==> config.mk <==
export PLATFORM = sky130hd
export DESIGN_NAME = wire_delay_line
export DESIGN_NICKNAME = d
export VERILOG_FILES = /design/src/rtl/wire_delay_pkg.sv /design/src/rtl/wire_delay_stage.sv /design/src/rtl/wire_delay_line.sv
export SDC_FILE = /design/constraint.sdc
export NUM_CORES = 1
export LEC_CHECK = 0
export BUFFER_PORTS_ARGS = -buffer_cell sky130_fd_sc_hd__buf_2
export CORE_MARGIN = 2
export CORE_UTILIZATION = 50
export DETAILED_ROUTE_END_ITERATION = 10
export GPL_TIMING_DRIVEN = 0
export PLACE_DENSITY = 0.73
export RECOVER_POWER = 50
export REMOVE_ABC_BUFFERS = 1
export SYNTH_ARGS = -nofsm -noshare
export SYNTH_HDL_FRONTEND = slang
export SYNTH_HIERARCHICAL = 1
export SYNTH_SLANG_ARGS = --single-unit
==> constraint.sdc <==
create_clock -name clk -period 1.7 [get_ports clk]
set_input_delay 0.17 -clock clk [delete_from_list [all_inputs] [get_ports clk]]
set_output_delay 0.17 -clock clk [all_outputs]
set_load 0.03 [all_outputs]
==> src/rtl/wire_delay_pkg.sv <==
// Shared helpers for the wire delay line: occupancy counter width and
// a parameter legality check used at elaboration time.
package wire_delay_pkg;

  function automatic int cnt_w(input int depth);
    return $clog2(depth + 1);
  endfunction

  function automatic bit params_ok(input int width, input int depth, input int channels);
    return (width >= 1) && (depth >= 1) && (channels >= 1);
  endfunction

endpackage

==> src/rtl/wire_delay_stage.sv <==
// One pipeline stage: valid bit plus a data word. clr drops the valid
// but keeps the data; hold freezes both.
module wire_delay_stage
  import wire_delay_pkg::*;
#(
  parameter int DW = 16
) (
  input  logic          clk,
  input  logic          rst,
  input  logic          hold_i,
  input  logic          clr_i,
  input  logic          valid_i,
  input  logic [DW-1:0] data_i,
  output logic          valid_o,
  output logic [DW-1:0] data_o
);

  logic          valid_q, valid_d;
  logic [DW-1:0] data_q, data_d;

  always_comb begin
    valid_d = valid_q;
    data_d  = data_q;
    if (clr_i) begin
      valid_d = 1'b0;
    end else if (!hold_i) begin
      valid_d = valid_i;
      data_d  = data_i;
    end
  end

  always_ff @(posedge clk) begin
    if (rst) begin
      valid_q <= 1'b0;
      data_q  <= '0;
    end else begin
      valid_q <= valid_d;
      data_q  <= data_d;
    end
  end

  assign valid_o = valid_q;
  assign data_o  = data_q;

endmodule

==> src/rtl/wire_delay_line.sv <==
// Fixed-latency multi-lane register pipeline with stall, flush and a
// combinational bypass; also exports inverted data and live occupancy.
module wire_delay_line
  import wire_delay_pkg::*;
#(
  parameter int WIDTH    = 8,
  parameter int DEPTH    = 4,
  parameter int CHANNELS = 2
) (
  input  logic                        clk,
  input  logic                        rst,
  input  logic                        in_valid,
  input  logic [CHANNELS*WIDTH-1:0]   in_data,
  output logic                        in_ready,
  input  logic                        stall,
  input  logic                        flush,
  input  logic                        bypass,
  output logic                        out_valid,
  output logic [CHANNELS*WIDTH-1:0]   out_data,
  output logic [CHANNELS*WIDTH-1:0]   out_data_n,
  output logic [cnt_w(DEPTH)-1:0]     occupancy
);

  localparam int DW = CHANNELS * WIDTH;
  localparam int CW = cnt_w(DEPTH);

  if (!params_ok(WIDTH, DEPTH, CHANNELS)) begin : g_bad_params
    $error("wire_delay_line: WIDTH, DEPTH and CHANNELS must all be >= 1");
  end

  logic [DEPTH-1:0] stage_valid;
  logic [DW-1:0]    stage_data [DEPTH];
  logic             stage_clr;
  logic             stage_hold;

  // Flush and bypass both empty the pipe; clr outranks hold inside a stage.
  assign stage_clr  = flush | bypass;
  assign stage_hold = stall;

  for (genvar gi = 0; gi < DEPTH; gi++) begin : g_stage
    logic          chain_valid;
    logic [DW-1:0] chain_data;

    if (gi == 0) begin : g_entry
      assign chain_valid = in_valid;
      assign chain_data  = in_data;
    end else begin : g_link
      assign chain_valid = stage_valid[gi-1];
      assign chain_data  = stage_data[gi-1];
    end

    wire_delay_stage #(.DW(DW)) u_stage (
      .clk     (clk),
      .rst     (rst),
      .hold_i  (stage_hold),
      .clr_i   (stage_clr),
      .valid_i (chain_valid),
      .data_i  (chain_data),
      .valid_o (stage_valid[gi]),
      .data_o  (stage_data[gi])
    );
  end

  assign in_ready   = bypass | (!stall && !flush);
  assign out_valid  = bypass ? in_valid : stage_valid[DEPTH-1];
  assign out_data   = bypass ? in_data  : stage_data[DEPTH-1];
  assign out_data_n = ~out_data;

  always_comb begin
    occupancy = '0;
    for (int i = 0; i < DEPTH; i++) begin
      occupancy = occupancy + CW'(stage_valid[i]);
    end
  end

endmodule
# == After elaboration in Yosys (flattened, before gate mapping) ==
# Index checks and enable logic that the tools add are counted.
# totals
regBits,68
latch_bits,0
mem_bits_rw,0
rom_bits,0
inputBits,22
out_inout_bits,37
wordCells,23
mem_count,0
# classes
n_addsub,3
multipliers,0
n_div,0
magnitude_cmp,0
n_eq_ne,0
n_shift,0
n_mux,2
bitwise,5
n_reduce_logical,5
# ops
op,n
$mux 16,1
$not 16->16,1
$add 2x1->3,1
$add 3x1->3,1
$add 1x1->2,1
$logic_not 1->1,2
$not 1->1,2
$or 1x1->1,2
$reduce_and 2->1,1
$reduce_or 2->1,1
$logic_and 1x1->1,1
$mux 1,1

# == Depth between registers and ports, before layout ==
# Gate-level depths: netlist of run 1.
# logic_depth
ltp_word,3
depth_mapped,6

# == By module ==
# The synthesis of run 1 kept the hierarchy.
# modules_own_cells
mod,instances,cells_per_inst,area_per_inst_um2,seq_area_each_um2
wire_delay_stage,4,75,701.9,340.3
wire_delay_line,1,47,519.2,0.0

# == Worst setup path after synthesis of run 1 ==
# Ideal clock, no wire load.
# synth_timing
path_type,register to output
startpoint,register g_stage[3].u_stage.valid_q
endpoint,output port occupancy[1]
arrival_time_ns,1.521
setup_slack_ns,0.009
path_stages_with_launch,6
n_path_buf,0
path_cell_list,dfxtp_1 -> inv_1 -> fa_1 -> inv_1 -> ha_1 -> ha_1
# synth_via
elab_chain_len,1
# synth_rtl
item,line_no,text
start: declaration,wire_delay_stage.sv:18,"logic valid_q, valid_d;"
start signal: assignment,wire_delay_stage.sv:37,valid_q <= valid_d;
$add 3x1->3,wire_delay_line.sv:72,occupancy = occupancy + CW'(stage_valid[i]);
end: declaration,wire_delay_line.sv:21,output logic [cnt_w(DEPTH)-1:0] occupancy
# Every way passes these cells.

# == Worst setup path after layout of run 1 ==
# layout_timing
startpoint,register g_stage[2].u_stage.valid_q
endpoint,output port occupancy[1]
# layout_via
elab_chain_len,2
# layout_rtl
item,line_no
start: declaration,wire_delay_stage.sv:18
start signal: assignment,wire_delay_stage.sv:37
$add 2x1->3,wire_delay_line.sv:72
$add 3x1->3,wire_delay_line.sv:72
# Every way passes these cells.

==> flow_summary.toml, run 1 <==
[die]
coreArea_mm2 = 0.006386
fp-row-count = 29
die_w_um = 85.57
initial_core_util_pct = 52.10
die_y_um = 85.57
io_pins = 59
die_area_mm2 = 0.007322

[layout]
multi_input_area_mm2 = 0.001727
final_cells = 466
fillers = 569
syn2layout_area_growth_pct = 13.88
antenna_cells = 0
regArea_mm2 = 0.001365
final_core_util_pct = 59.33
num-nets-final = 409
layout-drive-gt1-share_pct = 18.51
finalInstanceArea_mm2 = 0.003789

[timing]
maxSlewViolCount = 0
maxSlewHeadroom_pct = 19.64
layout_min_cycle_time_ns = 1.989
tightest_slew_ns = 1.205
setup_viol = 50
clock.fmax_mhz = 502.7
hold_viol = 0
rsz0062_at_grt = "yes"
clock_skew_ns = 0.01031
fin_ws_ns = -0.2894
timing.final.crit_share_pct = 117.0

[global_routing]
antenna_found_initial = 0
grt_max_degree = 134
grt_pass1_vias = 2056
grt-ovfl-total = 0
grt_pass1_wl_um = 9729
grt_use_total_pct = 16.64

[routing]
vias_per_cell = 5.464
firstDrtPassIters = 4
drt_iter0_drc = 209
postRouteAntennaNets = 0
wl_um = 5948
route.detailed.drc = 0
via_count = 2546
wire_per_inst_um = 12.76

[clocking]
root_buffer = "clkbuf_8"
htreeDepth = 3
cts.sinks = 68
cts_made_buffers = 9
holdBufCountCts = 0
tritoncts = "yes"
clkTransAtPathRegs_ns = 0.07
insertion_delay_ns = 0.34
clockBufferDepth = 2

[synthesis]
synth_xor_area_share_pct = 0
yosysSeqAreaShare_pct = 40.92
synth_fa_ha_area_share_pct = 1.354
yosys_warnings = 6
synth-simple-area-share_pct = 17.64
ys_ff_latch = 68
synth_area_leaders = "dfxtp_1 (41%), or3b_1 (17%), a21oi_1 (9.6%)"
synthDominantCellAreaShare_pct = 40.92
synthesis.instances = 347
synth_top_family_by_area = "compound AO/OA/AOI/OAI gates"
synth.distinct_cells = 18
synth_area_leader_cell = "dfxtp_1"
avgSynthCellArea_um2 = 9.588
synth-compound-area-share_pct = 19.48
synthMuxAreaShare_pct = 13.13
syn_area_mm2 = 0.003327

[flow_run]
maxCapViolCount = 0

[outcome]
violations = "negative setup slack"
outcome = "finished, violations left"

[power]
p_leak_nw = 1.327
ir_worst_vdd_uv = 769.6
cellPowerDensity_mw_per_mm2 = 949.8

[setup_path]
critPathLaunch = "g_stage[2].u_stage/valid_o"
crit_fanout = 2
r2r.worst_path.cells = 4
worstPathBufferInverterCount = 3
crit_family = "adder cells"
critical_path_arrival_ns = 1.82
cp_slowest_stage_delay_ns = 0.54
crit_path_end_kind = "output port"
cp_slowest_cell = "fa_1"
worstSetupPathDepth = 6
critPathLaunchType = "flop"
cp.required_ns = 1.53
crit_type = "flop to output port"
crit_path_cell_trace = "inv_2, fa_1, inv_2, ha_4, ha_4, buf_6"
timing.rr.start = "g_stage[2].u_stage/valid_o"

[placed_design]
hpwl_um = 3244
port_buffers = 58
placed_cell_area_mm2 = 0.003516
dp_cells = 447
gp_congestion = 0.7277

[min_path]
hold_path_class = "primary input to flop"
min_from = "in_valid"
hold_depth = 3
[stage by stage]
step	TNS (ns)	total power [mW]	hold WS, ns	worst slack (ns)
finish	-5.248	3.598	0.1398	-0.2894
global placement	-146.57	2.013	0.4542	-2.213
floorplan	-33.61	1.851	0.2391	-0.4998
global route	-10.72	3.757	0.1606	-0.3643
detailed placement	-26.13	2.027	0.4608	-0.5126
CTS	-0.7056	3.669	0.1318	-0.3150
[cells in the final DEF (no fill, tap or decap), drive strengths merged]
| master | synthesis | routed |
|---|---|---|
| bufinv | 0 | 3 |
| dfxtp | 68 | 68 |
| o21ai | 64 | 64 |
| buf | 16 | 34 |
| o21bai | 1 | 1 |
| clkbuf | 20 | 40 |
| a21oi | 64 | 64 |
| ha | 2 | 2 |
| nor3 | 4 | 4 |
| fa | 1 | 1 |
| mux2 | 17 | 17 |
| or3b | 64 | 64 |
| inv | 5 | 5 |
| mux2i | 20 | 20 |
| or2 | 1 | 1 |
| clkinv | 0 | 1 |
[power by group]
| group | internal (mW) | switching (mW) | total [mW] |
|---|---|---|---|
| Sequential | 1.61 | 0.00560 | 1.61 |
| Combinational | 0.110 | 0.253 | 0.363 |
| Clock | 1.05 | 0.569 | 1.62 |
| Total | 2.77 | 0.827 | 3.60 |
[area by class of cell]
type	count	area share (%)
clock inverter	4	2.510
timing repair buffer	62	8.752
inverter	5	0.4954
tap	77	2.543
multi-input combinational	238	45.57
clock buffer	12	4.095
sequential	68	36.03
[tightest hold or removal path: cells and delay by family]
family | cells | cell delay [ns]
buf+inv | 1 | 0.09
mux | 1 | 0.06
simple gates | 1 | 0.11
[sequential cells by signal, summed over array words and instances (netlist names)]
| signal | flops |
|---|---|
| g_stage.u_stage/data_o | 64 |
| g_stage.u_stage/valid_o | 4 |
[synthesized netlist by cell type, drive strengths merged]
library cell  instances
nor3                  4
inv                   5
o21bai                1
ha                    2
buf                  16
mux2i                20
fa                    1
clkbuf               20
mux2                 17
or3b                 64
o21ai                64
or2                   1
a21oi                64
dfxtp                68
[path summary, 6_finish.rpt]
path / end / slack [ns]
setup reg to reg: g_stage[3].u_stage/valid_o / 0.75
setup / recovery: occupancy[1] / -0.29
hold / removal: g_stage[0].u_stage/valid_o / 0.14
hold reg to reg: g_stage[1].u_stage/data_o[4] / 0.47
[logic make-up (layout without fill, tap and decap cells)]
group,Yosys count,after routing
compound gates,129,129
fa+ha+maj,3,3
buf+inv,41,83
flops,68,68
mux,37,37
simple gates,69,69
[layer usage]
metal  GRT usage [%]  part of all wire (%)  up-vias
li1                -                     -     1341
met1           23.61                    51     1150
met2           23.51                    43       53
met3           6.449                   5.5        2
met4           4.762                  0.35        0
met5               0                     0        -
[repair_timing]
item	4_1_cts	5_1_grt
endpoints found under the setup margin	56	3
pin swaps	2	0
buffers inserted	2	1
resized for setup	15	0
(Power assumes the default switching activity.)
==> run 2, diff against run 1 <==
==> constraint.sdc (replaced) <==
create_clock -name clk -period 1.7 [get_ports clk]
set_input_delay 0.255 -clock clk [delete_from_list [all_inputs] [get_ports clk]]
set_output_delay 0.255 -clock clk [all_outputs]
set_load 0.03 [all_outputs]
==> flow_summary.toml, run 2 (synthesis gave the netlist of run 1 again) <==
[outcome]
outcome = "finished, violations left"
violations = "negative setup slack"

[clocking]
htreeDepth = 3
holdBufCountCts = 0
tritoncts = "yes"
clockBufferDepth = 2
insertion_delay_ns = 0.34
clkTransAtPathRegs_ns = 0.07
cts.sinks = 68
cts_made_buffers = 9
root_buffer = "clkbuf_8"

[die]
initial_core_util_pct = 52.10
die_w_um = 85.57
die_y_um = 85.57
coreArea_mm2 = 0.006386
fp-row-count = 29
die_area_mm2 = 0.007322
io_pins = 59

[placed_design]
port_buffers = 58
pre_cts_slack_ns = -0.5976
dp_cells = 447
gp_congestion = 0.7277
hpwl_um = 3244
placed_cell_area_mm2 = 0.003516

[layout]
final_common_cell = "dfxtp_1"
layout-drive-gt1-share_pct = 25.19
finalInstanceArea_mm2 = 0.003827
largest_reg_flops = 64
syn2layout_area_growth_pct = 15.04
final_core_util_pct = 59.93
final_cell_mix = "dfxtp_1 (65), or3b_1 (64), o21ai_0 (64), a21oi_1 (64), clkbuf_2 (27)"
final_cells = 466
num-nets-final = 409
antenna_cells = 0

[setup_path]
critPathLaunch = "g_stage[2].u_stage/valid_o"
cp_slowest_stage_delay_ns = 0.54
crit_fanout = 2
crit_path_cell_trace = "inv_2, fa_1, inv_2, ha_4, ha_4, buf_6"
timing.rr.start = "g_stage[2].u_stage/valid_o"
crit_family = "adder cells"
critPathLaunchType = "flop"
crit_path_end_kind = "output port"
rrSetupSlack_ns = 0.75
worstPathBufferInverterCount = 3
cp.required_ns = 1.44
critical_path_arrival_ns = 1.82
crit_type = "flop to output port"
cp_slowest_cell = "fa_1"

[global_routing]
antenna_found_initial = 0
grt_pass1_wl_um = 9729
grt_use_total_pct = 16.64
grt-ovfl-total = 0
grt_max_degree = 134
grt_pass1_vias = 2056

[power]
p_total_mw = 3.607
power.share.clock_pct = 45.0
ir_worst_vdd_uv = 768.5
netSwitchingPower_mw = 0.8261
p_seq_share_pct = 44.7
power.internal_mw = 2.781
cellPowerDensity_mw_per_mm2 = 942.5
p_sw_share_pct = 22.90
pwr-share-comb_pct = 10.3
p_leak_nw = 1.406

[timing]
clock_skew_ns = 0.009887
finalSetupTns_ns = -1.085
fin_ws_ns = -0.3744
tightest_slew_ns = 1.329
maxSlewHeadroom_pct = 11.38
layout_min_cycle_time_ns = 2.074
fin_hold_ws_ns = 0.2246
setup_viol = 15
timing.final.crit_share_pct = 122.0
rsz0062_at_grt = "yes"
clock.fmax_mhz = 482.1
maxSlewViolCount = 0
hold_viol = 0

[routing]
vias_per_cell = 5.470
wl_um = 5886
wire_per_inst_um = 12.63
postRouteAntennaNets = 0
via_count = 2549
drt_iter0_drc = 182
route.detailed.drc = 0
firstDrtPassIters = 4

[min_path]
min_from = "in_valid"
hold_path_class = "primary input to flop"

[flow_run]
maxCapViolCount = 0
-- run 2: power groups by stage --
| stage | Clock [mW] | Combinational (mW) | Sequential [mW] |
|---|---|---|---|
| after floorplan | 0 | 0.203 | 1.65 |
| after global placement | 0 | 0.363 | 1.65 |
| after detailed placement | 0 | 0.377 | 1.65 |
| after CTS | 1.68 | 0.379 | 1.61 |
| after global routing | 1.75 | 0.406 | 1.61 |
| final | 1.62 | 0.371 | 1.61 |
-- run 2: worst reg2reg max path, stage by stage, from the launching register on --
cell and delay (ns):
dfxtp_2 0.33, buf_4 0.12, buf_4 0.12, mux2i_1 0.12, nor3_1 0.07
-- run 2: what timing repair did --
item	in CTS	in global routing
setup buffers	2	1
pin swaps	2	0
setup endpoints to repair	85	43
resized for setup	15	2
-- run 2: path summary, 6_finish.rpt --
path / to / depth (start not counted)
worst max-delay path: occupancy[1] / 6
worst min-delay path: g_stage[0].u_stage/valid_o / 3
worst max register to register: g_stage[3].u_stage/valid_o / 4
worst min register to register: g_stage[1].u_stage/data_o[4] / 2
-- run 2: cell type report --
class	count	area [µm²]
Sequential cell	68	1365
Fill cell	558	2559
Multi-Input combinational cell	238	1729
Clock buffer	12	155.1
Timing Repair Buffer	62	367.9
Clock inverter	4	95.09
Tap cell	77	96.34
Inverter	5	18.77
-- run 2: layer usage --
layer  wire, µm  vias up  share of wire, %  GRT usage (%)
met5          0        -                 0              0
met3        316        2               5.4          6.449
met2       2631       49                45          23.51
met1       2917     1160                50          23.61
li1           -     1338                 -              -
met4         21        0              0.36          4.762
